File: config.mk
export PLATFORM = sky130hd
export DESIGN_NAME = mul_seq_nbit
export DESIGN_NICKNAME = d
export VERILOG_FILES = /design/src/rtl/mul_seq_nbit.sv
export SDC_FILE = /design/constraint.sdc
export NUM_CORES = 1
export LEC_CHECK = 0
export BUFFER_PORTS_ARGS = -buffer_cell sky130_fd_sc_hd__buf_2
export CORE_ASPECT_RATIO = 0.75
export CORE_MARGIN = 3
export CORE_UTILIZATION = 55
export DETAILED_ROUTE_END_ITERATION = 8
export PLACE_DENSITY_LB_ADDON = 0.08
export SETUP_SLACK_MARGIN = 0.3
export SYNTH_ARGS = -nofsm -noshare
export SYNTH_HDL_FRONTEND = slang
export SYNTH_SLANG_ARGS = --single-unit
export TNS_END_PERCENT = 30
File: constraint.sdc
create_clock -name clk -period 5.15 [get_ports clk]
set_clock_uncertainty 0.15 [all_clocks]
set_input_delay 1.545 -clock clk [delete_from_list [all_inputs] [get_ports clk]]
set_output_delay 1.545 -clock clk [all_outputs]
set_load 0.02 [all_outputs]
File: src/rtl/mul_seq_nbit.sv
// Iterative radix-2 shift-add multiplier, signed/unsigned per operation.
// Optional early exit on an exhausted multiplier: define MUL_SEQ_EARLY_EXIT_EN.
module mul_seq_nbit #(
  parameter int N = 8
) (
  input  logic           clk,
  input  logic           rst,
  input  logic           in_valid,
  output logic           in_ready,
  input  logic [N-1:0]   x,
  input  logic [N-1:0]   y,
  input  logic           sgn,
  output logic           out_valid,
  input  logic           out_ready,
  output logic [2*N-1:0] r,
  output logic           busy
);

  localparam int CW = (N > 2) ? $clog2(N) : 1;
  localparam logic [CW-1:0] LAST = CW'(N - 1);

  typedef enum logic [1:0] {
    IDLE,
    BUSY,
    DONE
  } state_t;

  state_t           state_q, state_d;
  logic [2*N-1:0]   mcand_q, mcand_d;
  logic [N-1:0]     mplr_q, mplr_d;
  logic [2*N-1:0]   acc_q, acc_d;
  logic [2*N-1:0]   r_q, r_d;
  logic [CW-1:0]    cnt_q, cnt_d;
  logic             neg_q, neg_d;

  logic [N-1:0]     x_abs, y_abs;
  logic [2*N-1:0]   add_term, acc_nxt;
  logic [N-1:0]     mplr_nxt;
  logic             last;

  always_comb begin
    x_abs = (sgn && x[N-1]) ? -x : x;
    y_abs = (sgn && y[N-1]) ? -y : y;
    add_term = mplr_q[0] ? mcand_q : '0;
    acc_nxt  = acc_q + add_term;
    mplr_nxt = mplr_q >> 1;
`ifdef MUL_SEQ_EARLY_EXIT_EN
    last = (cnt_q == LAST) || (mplr_nxt == '0);
`else
    last = (cnt_q == LAST);
`endif
  end

  always_comb begin
    state_d = state_q;
    mcand_d = mcand_q;
    mplr_d  = mplr_q;
    acc_d   = acc_q;
    r_d     = r_q;
    cnt_d   = cnt_q;
    neg_d   = neg_q;
    unique case (state_q)
      IDLE: begin
        if (in_valid) begin
          mcand_d = {{N{1'b0}}, x_abs};
          mplr_d  = y_abs;
          acc_d   = '0;
          cnt_d   = '0;
          neg_d   = sgn & (x[N-1] ^ y[N-1]);
          state_d = BUSY;
        end
      end
      BUSY: begin
        acc_d   = acc_nxt;
        mcand_d = mcand_q << 1;
        mplr_d  = mplr_nxt;
        cnt_d   = cnt_q + 1'b1;
        if (last) begin
          // sign is applied once to the final magnitude
          r_d     = neg_q ? -acc_nxt : acc_nxt;
          state_d = DONE;
        end
      end
      DONE: begin
        if (out_ready) state_d = IDLE;
      end
      default: state_d = IDLE;
    endcase
  end

  always_ff @(posedge clk or posedge rst) begin
    if (rst) begin
      state_q <= IDLE;
      mcand_q <= '0;
      mplr_q  <= '0;
      acc_q   <= '0;
      r_q     <= '0;
      cnt_q   <= '0;
      neg_q   <= 1'b0;
    end else begin
      state_q <= state_d;
      mcand_q <= mcand_d;
      mplr_q  <= mplr_d;
      acc_q   <= acc_d;
      r_q     <= r_d;
      cnt_q   <= cnt_d;
      neg_q   <= neg_d;
    end
  end

  assign in_ready  = (state_q == IDLE);
  assign out_valid = (state_q == DONE);
  assign busy      = (state_q != IDLE);
  assign r         = r_q;

endmodule

# [Word-level counts from Yosys, hierarchy flattened]
# Index checks and enable logic that the tools add are counted.
[classes] bitwise_logic=2 reduce_logical=9 eq_ne=6 mul=0 shift=0 add_sub_neg=5 n_div=0 mux=16 n_lt_le_gt_ge=0
[op_table] cell="two-way mux 16 bit" count=4
[op_table] cell="case mux 16 bit (2 select lines)" count=2
[op_table] cell="two-way mux 8 bit" count=3
[op_table] cell="adder 16 bit" count=1
[op_table] cell="negation 16 bit" count=1
[op_table] cell="negation 8 bit" count=2
[op_table] cell="case mux 8 bit (2 select lines)" count=1
[op_table] cell="two-way mux 2 bit" count=3
[op_table] cell="case mux 2 bit (3 select lines)" count=1
[op_table] cell="case mux 3 bit (2 select lines)" count=1
[op_table] cell="AND reduction 2 bit" count=3
[op_table] cell="inequality test 2 bit, second input constant" count=2
[op_table] cell="nonzero test 2 bit" count=2
[op_table] cell="adder 3 x 1 -> 3 bit, second input constant" count=1
[op_table] cell="equality test 3 bit, second input constant" count=1
[op_table] cell="two-way mux 3 bit" count=1
[op_table] cell="AND reduction 3 bit" count=1
[op_table] cell="equality test 2 x 1 -> 1 bit, second input constant" count=1
[op_table] cell="equality test 2 bit, second input constant" count=1
[op_table] cell="logical AND 1 bit" count=2
[op_table] cell="logical NOT 2 bit" count=1
[op_table] cell="inequality test 2 x 1 -> 1 bit, second input constant" count=1
[op_table] cell="bitwise AND 1 bit" count=1
[op_table] cell="bitwise XOR 1 bit" count=1
[totals] mem_bits_rw=0 n_memories=0 mem_bits_ro=0 latch_bits=0 inputBits=21 wordCells=45 output_inout_bits=19 ff_bits=62

# [Longest topological paths before layout]
# Gate-level depths: netlist of the first run.
[depth] word_depth=4 ltp_mapped=13

# [Worst setup path before layout of the first run]
# No wires, ideal clock.
[synth_path] kind="register to register" start="register mplr_q[0]" end="register r_q[12], in the netlist r[12]" required_ns=4.879 t_arrival_ns=3.433 path_stages_with_launch=14 setup_slack_ns=1.446 setup_ns=0.121 path_buffers=1 cell_sequence="dfrtp_1 clkbuf_1 and2_1 ha_1 fa_1 a21o_1 a31o_1 a21oi_2 xor2_2 or4b_1 or4_4 o31ai_1 xor2_1 o21ai_1"
[synth_via] elab_chain_cells=4
[synth_lines] item="start: declaration" line="30" source="logic [N-1:0] mplr_q, mplr_d;"
[synth_lines] item="start signal: assignment" line="103" source="mplr_q <= mplr_d;"
[synth_lines] item="two-way mux 16 bit *" line="44" source="add_term = mplr_q[0] ? mcand_q : '0;"
[synth_lines] item="adder 16 bit *" line="45" source="acc_nxt = acc_q + add_term;"
[synth_lines] item="negation 16 bit" line="80" source="r_d = neg_q ? -acc_nxt : acc_nxt;"
[synth_lines] item="two-way mux 16 bit *" line="80"
[synth_lines] item="end signal: assignment" line="105" source="r_q <= r_d;"
[synth_lines] item="end: declaration" line="32" source="logic [2*N-1:0] r_q, r_d;"
# Every way passes the cells marked *; elsewhere a longest branch is shown, timed or not.
# A chain may end at the register's enable or synchronous reset.

# [Worst setup path after layout of the first run]
# Ends and elaborated chain as after synthesis.

==> results.cfg, run 1 <==
[cells_and_area]
areaGrowthSynthToFinish_pct = 12.7
antenna_cells = 0
final_common_cell = dfrtp_1
final_cell_mix = 62 x dfrtp_1, 61 x nand2_1, 41 x o21ai_0
post-route-cell-area_um2 = 4280
drive_gt1_share_pct = 16.1
final_util_pct = 65.7
nFillCells = 557
fin_nets = 496
fin_cells = 540

[synth]
synthCells = 418
synth.largest_area_cell = dfrtp_1
synth-seq-area-share_pct = 40.9
synth_mux_area_share_pct = 1.65
syn_area_per_cell_um2 = 9.08
ys_seq_elements = 62
synth_area_leaders = dfrtp_1 41%, ha_1 6.6%, nand2_1 6.0%, xnor2_1 6.0%, o21ai_0 5.4%
synth_compound_area_share_pct = 18.8
synth-xor-area-share_pct = 9.85
synth_top_area_share_pct = 40.9
syn_area_um2 = 3800
synth_cell_type_count = 51
yosys.area_share.simple_pct = 17.7
yosysWarnings = 0
synth_fp_nets = 460
synth_top_family_by_area = compound AO/OA/AOI/OAI gates
synthAdderAreaFrac_pct = 7.12

[cts]
cts-root-buf = clkbuf_8
cts.hold.buffers_added = 0
cts_resized = 0
clk_transition_reported_paths_ns = 0.06
clk_latency_ns = 0.35
clock_path_buffers = 2
post_cts_buffers = 0
cts_made_buffers = 9
cts_tree = built
htree_levels = 3
cts.sink_count = 62

[grt]
grt.overflow.total = 0
antenna_found_initial = 0
grt_max_degree = 46
grt_usage_pct = 22.1
grt_pass1_wl_um = 14000
first_global_vias = 2981

[drt]
avgViaCountPerCell = 5.63
drcViolationCount = 0
wl_um = 7810
wire_per_inst_um = 14.5
drt_pass1_iterations = 4
vias = 3042
postRouteAntennaNets = 0
drtIter0Drc = 190

[setup_path]
arrival_ns = 4.00
critPathCaptureType = flip-flop
crit_path_cell_trace = and2_1 > ha_1 > fa_1 > a21o_1 > a31o_1 > a21oi_2 > xor2_2 > or4b_1 > or4_4 > o31ai_1 > xor2_1 > o21ai_1
crit_required_ns = 5.23
cpPeakStageDelay_ns = 0.52
critPathKind = flip-flop to flip-flop
cpMaxStageDelayCell = dfrtp_1
crit_fanout = 17
cp-start-kind = flip-flop
rrSetupSlack_ns = 1.23

[job]
drv_cap = 0

[sta]
period_share_pct = 76.1
worst_slew_pin_slew_ns = 1.23
holdWs_ns = 0.324
setup_tns_ns = 0
drv_slew = 0
hold_viol = 0
relSlewSlack_pct = 18.2
period_minus_slack_ns = 3.92
rsz0062_at_grt = no
setup_viol_count_final = 0
worst_slack_ns = 1.23
fmax_mhz = 255

[placement]
gp_congestion = 0.854
place_ws_ns = 1.24
placed_area_um2 = 4040
dp.cells = 524
io_buffer_count = 39
hpwl_um = 5500

[die]
ios = 40
dieArea_um2 = 7950
rows = 25
initial_core_util_pct = 58.3
fp.dieW_um = 102
die_h_um = 78.0
core-area_um2 = 6510

[pwr]
power.leakage_nw = 2.06
ir_worst_vdd_uv = 327
power.density_nw_per_um2 = 640
totalPowerFinal_mw = 2.74

[outcome]
status = finished clean

[worst_hold_path]
holdCritPathClass = flip-flop to flip-flop
[final timing paths]
kind                       startpoint   endpoint  cells after the start
max                         mplr_q[0]      r[12]                     12
min in group asynchronous         rst       r[2]                      2
min reg2reg                     r[10]      r[10]                      2
min                             r[10]      r[10]                      2
max in group asynchronous         rst  mplr_q[7]                      3
max reg2reg                 mplr_q[0]      r[12]                     12
[state kept, by name (all words and copies together), names as in the netlist]
signal   cells
cnt_q        3
acc_q       16
mcand_q     16
mplr_q       8
neg_q        1
state_q      2
r           16
[Yosys cell counts, drive strengths merged]
library cell  number
nor3               5
mux2i              4
o21bai             3
dfrtp             62
a21oi             17
mux2               2
or2                1
buf                3
xnor2             27
nand4              3
a21o               6
and2b              1
o31ai              4
or4b               1
o41ai              1
a311o              1
a211oi             4
and2              16
ha                20
a22oi             12
fa                 1
clkbuf            16
o21ai             46
a22o               5
and4               1
or3                1
a21bo              2
a31o               2
nand3             26
inv               17
nand2b             3
xor2              14
nand2             61
o22ai              1
nor3b              1
or4                2
nor2              14
and3               2
nor2b              3
a31oi              7
[power by group]
part | internal [mW] | switching [mW]
Sequential | 0.695 | 0.150
Clock | 0.312 | 0.189
Combinational | 0.551 | 0.842
[logic make-up after synthesis]
family          count (synthesis)
compound gates                111
xor+xnor                       41
fa+ha+maj                      21
buf+inv                        36
flops                          62
mux                             6
simple gates                  141
[worst max-delay path: cells and delay by family, from the launching register on]
family                     cells  cell delay, ns
and+or+nand+nor                3            1.17
AOI/OAI and AO/OA              5            0.95
adders and majority gates      2            0.61
DFF                            1            0.52
xor gates and xnor gates       2            0.40
[metal layers]
metal / global-route usage, % / share of wire (%) / up-vias
met1: 30.6 / 48 / 1441
met5: 0 / 0 / -
li1: - / - / 1537
met2: 33.2 / 46 / 51
met3: 5.75 / 4.1 / 13
met4: 8.26 / 1.6 / 0
[layout make-up]
| type | count | area, µm² | share of cell area (%) |
|---|---|---|---|
| multi-input combinational | 320 | 2090 | 48.9 |
| clock inverter | 3 | 65.1 | 1.52 |
| tap | 81 | 101 | 2.37 |
| sequential | 62 | 1550 | 36.3 |
| clock buffer | 13 | 169 | 3.95 |
| timing repair buffer | 44 | 233 | 5.44 |
| inverter | 17 | 63.8 | 1.49 |
Note: power is estimated with default switching activity, not from simulation.
==> run 2: changes to the inputs <==
- CORE_UTILIZATION: 55 -> 53
- clock period: 5.15 -> 3.6 ns (I/O delays scaled with it)
==> results.cfg, run 2 (same netlist as run 1, synthesis figures left out) <==
[setup_path]
critPathCaptureType = flip-flop
critPathKind = flip-flop to flip-flop
crit_fanout = 4
cp-start-kind = flip-flop
crit_start = mplr_q[0]
rr_startpoint = mplr_q[0]
crit_required_ns = 3.64
arrival_ns = 3.54

[sta]
period_minus_slack_ns = 3.50
drv_slew = 0
setup_viol_count_final = 0
period_share_pct = 97.3
setup_tns_ns = 0
relSlewSlack_pct = 35.0
rsz0062_at_grt = yes
worst_slew_pin_slew_ns = 0.973
hold_viol = 0
fmax_mhz = 286

[cts]
cts.sink_count = 62
clk_latency_ns = 0.33
cts_tree = built
htree_levels = 3
clock_path_buffers = 2
clk_transition_reported_paths_ns = 0.07
cts-root-buf = clkbuf_8
cts_made_buffers = 9

[die]
fp.dieW_um = 104
rows = 26
ios = 40
dieArea_um2 = 8220
core-area_um2 = 6860
die_h_um = 79.3
initial_core_util_pct = 55.3

[placement]
io_buffer_count = 39
gp_congestion = 0.889
placed_area_um2 = 4170
hpwl_um = 5790
dp.cells = 552

[grt]
grt.overflow.total = 0
grt_pass1_wl_um = 13400
grt_max_degree = 37
grt_usage_pct = 20.0
first_global_vias = 2823
antenna_found_initial = 0

[drt]
wire_per_inst_um = 14.0
avgViaCountPerCell = 5.43
postRouteAntennaNets = 0
wl_um = 7980
drtIter0Drc = 159
vias = 3103
drcViolationCount = 0
drt_pass1_iterations = 4

[outcome]
status = finished clean

[cells_and_area]
drive_gt1_share_pct = 20.9
areaGrowthSynthToFinish_pct = 17.0
final_cell_mix = 61 x nand2_1, 61 x dfrtp_1, 41 x o21ai_0
fin_nets = 510
fin_cells = 571
antenna_cells = 0
post-route-cell-area_um2 = 4440

[worst_hold_path]
holdCritPathClass = flip-flop to flip-flop
holdCritStartpoint = r[11]

[pwr]
power.density_nw_per_um2 = 910
ir_worst_vdd_uv = 438
power.leakage_nw = 2.12

[job]
drv_cap = 0
## run 2: critical path, cell delays in order, from the launching register on
cell and delay [ns]:
dfrtp_2 0.42, and2_4 0.15, ha_4 0.15, fa_2 0.33
a21o_1 0.19, a31o_1 0.23, a21oi_2 0.16, xor2_2 0.16
or4b_4 0.48, or4_4 0.48, o31ai_4 0.24, xnor2_1 0.14
o21ai_1 0.07
## run 2: layout make-up
| cell class | instances | area [µm²] |
|---|---|---|
| clock buffers | 12 | 155 |
| flip-flops and latches | 62 | 1550 |
| fillers | 586 | 2420 |
| clock inverters | 4 | 45.0 |
| multi-input cells | 320 | 2150 |
| inverters | 17 | 63.8 |
| repair buffers | 58 | 350 |
| well taps | 98 | 123 |
## run 2: final timing paths
check                      slack [ns]  cells after the start        end
setup / recovery                  0.1                     12      r[14]
hold reg to reg                  0.32                      2      r[11]
max in group asynchronous        2.02                      3  mplr_q[0]
hold / removal                   0.32                      2      r[11]
setup reg to reg                  0.1                     12      r[14]
min in group asynchronous        0.67                      2       r[3]
## run 2: what timing repair did
item | 4_1_cts | 5_1_grt
resized for setup | 3 | 8
pin swaps | 0 | 2
endpoints found under the setup margin | 6 | 7
hold buffers | 0 | 0
buffers inserted | 2 | 1
## run 2: where the power goes
group / internal, mW / switching, mW / total, mW
registers: 0.996 / 0.205 / 1.20
logic: 0.948 / 1.28 / 2.23
clock network: 0.354 / 0.261 / 0.615
total: 2.30 / 1.74 / 4.04
## run 2: metal layers
layer | up-vias | wire length [µm] | part of all wire, % | global-route usage (%)
li1 | 1556 | - | - | -
met1 | 1480 | 3800 | 48 | 27.0
met2 | 62 | 3840 | 48 | 32.8
met3 | 5 | 296 | 3.7 | 5.12
met4 | 0 | 37 | 0.46 | 4.65
met5 | - | 0 | 0 | 0
## run 2: stage by stage
step | util (%) | hold WS (ns) | power [mW] | setup WS [ns]
4_1_cts | 64.0 | 0.330 | 4.02 | 0.0354
2_1_floorplan | - | 0.302 | 2.76 | 0.00840
3_3_place_gp | 60.7 | 0.310 | 3.30 | 0.0535
5_1_grt | 64.7 | 0.357 | 4.40 | -0.0238
6_report | 64.7 | 0.324 | 4.04 | 0.0974
3_5_place_dp | 60.7 | 0.315 | 3.36 | -0.0302
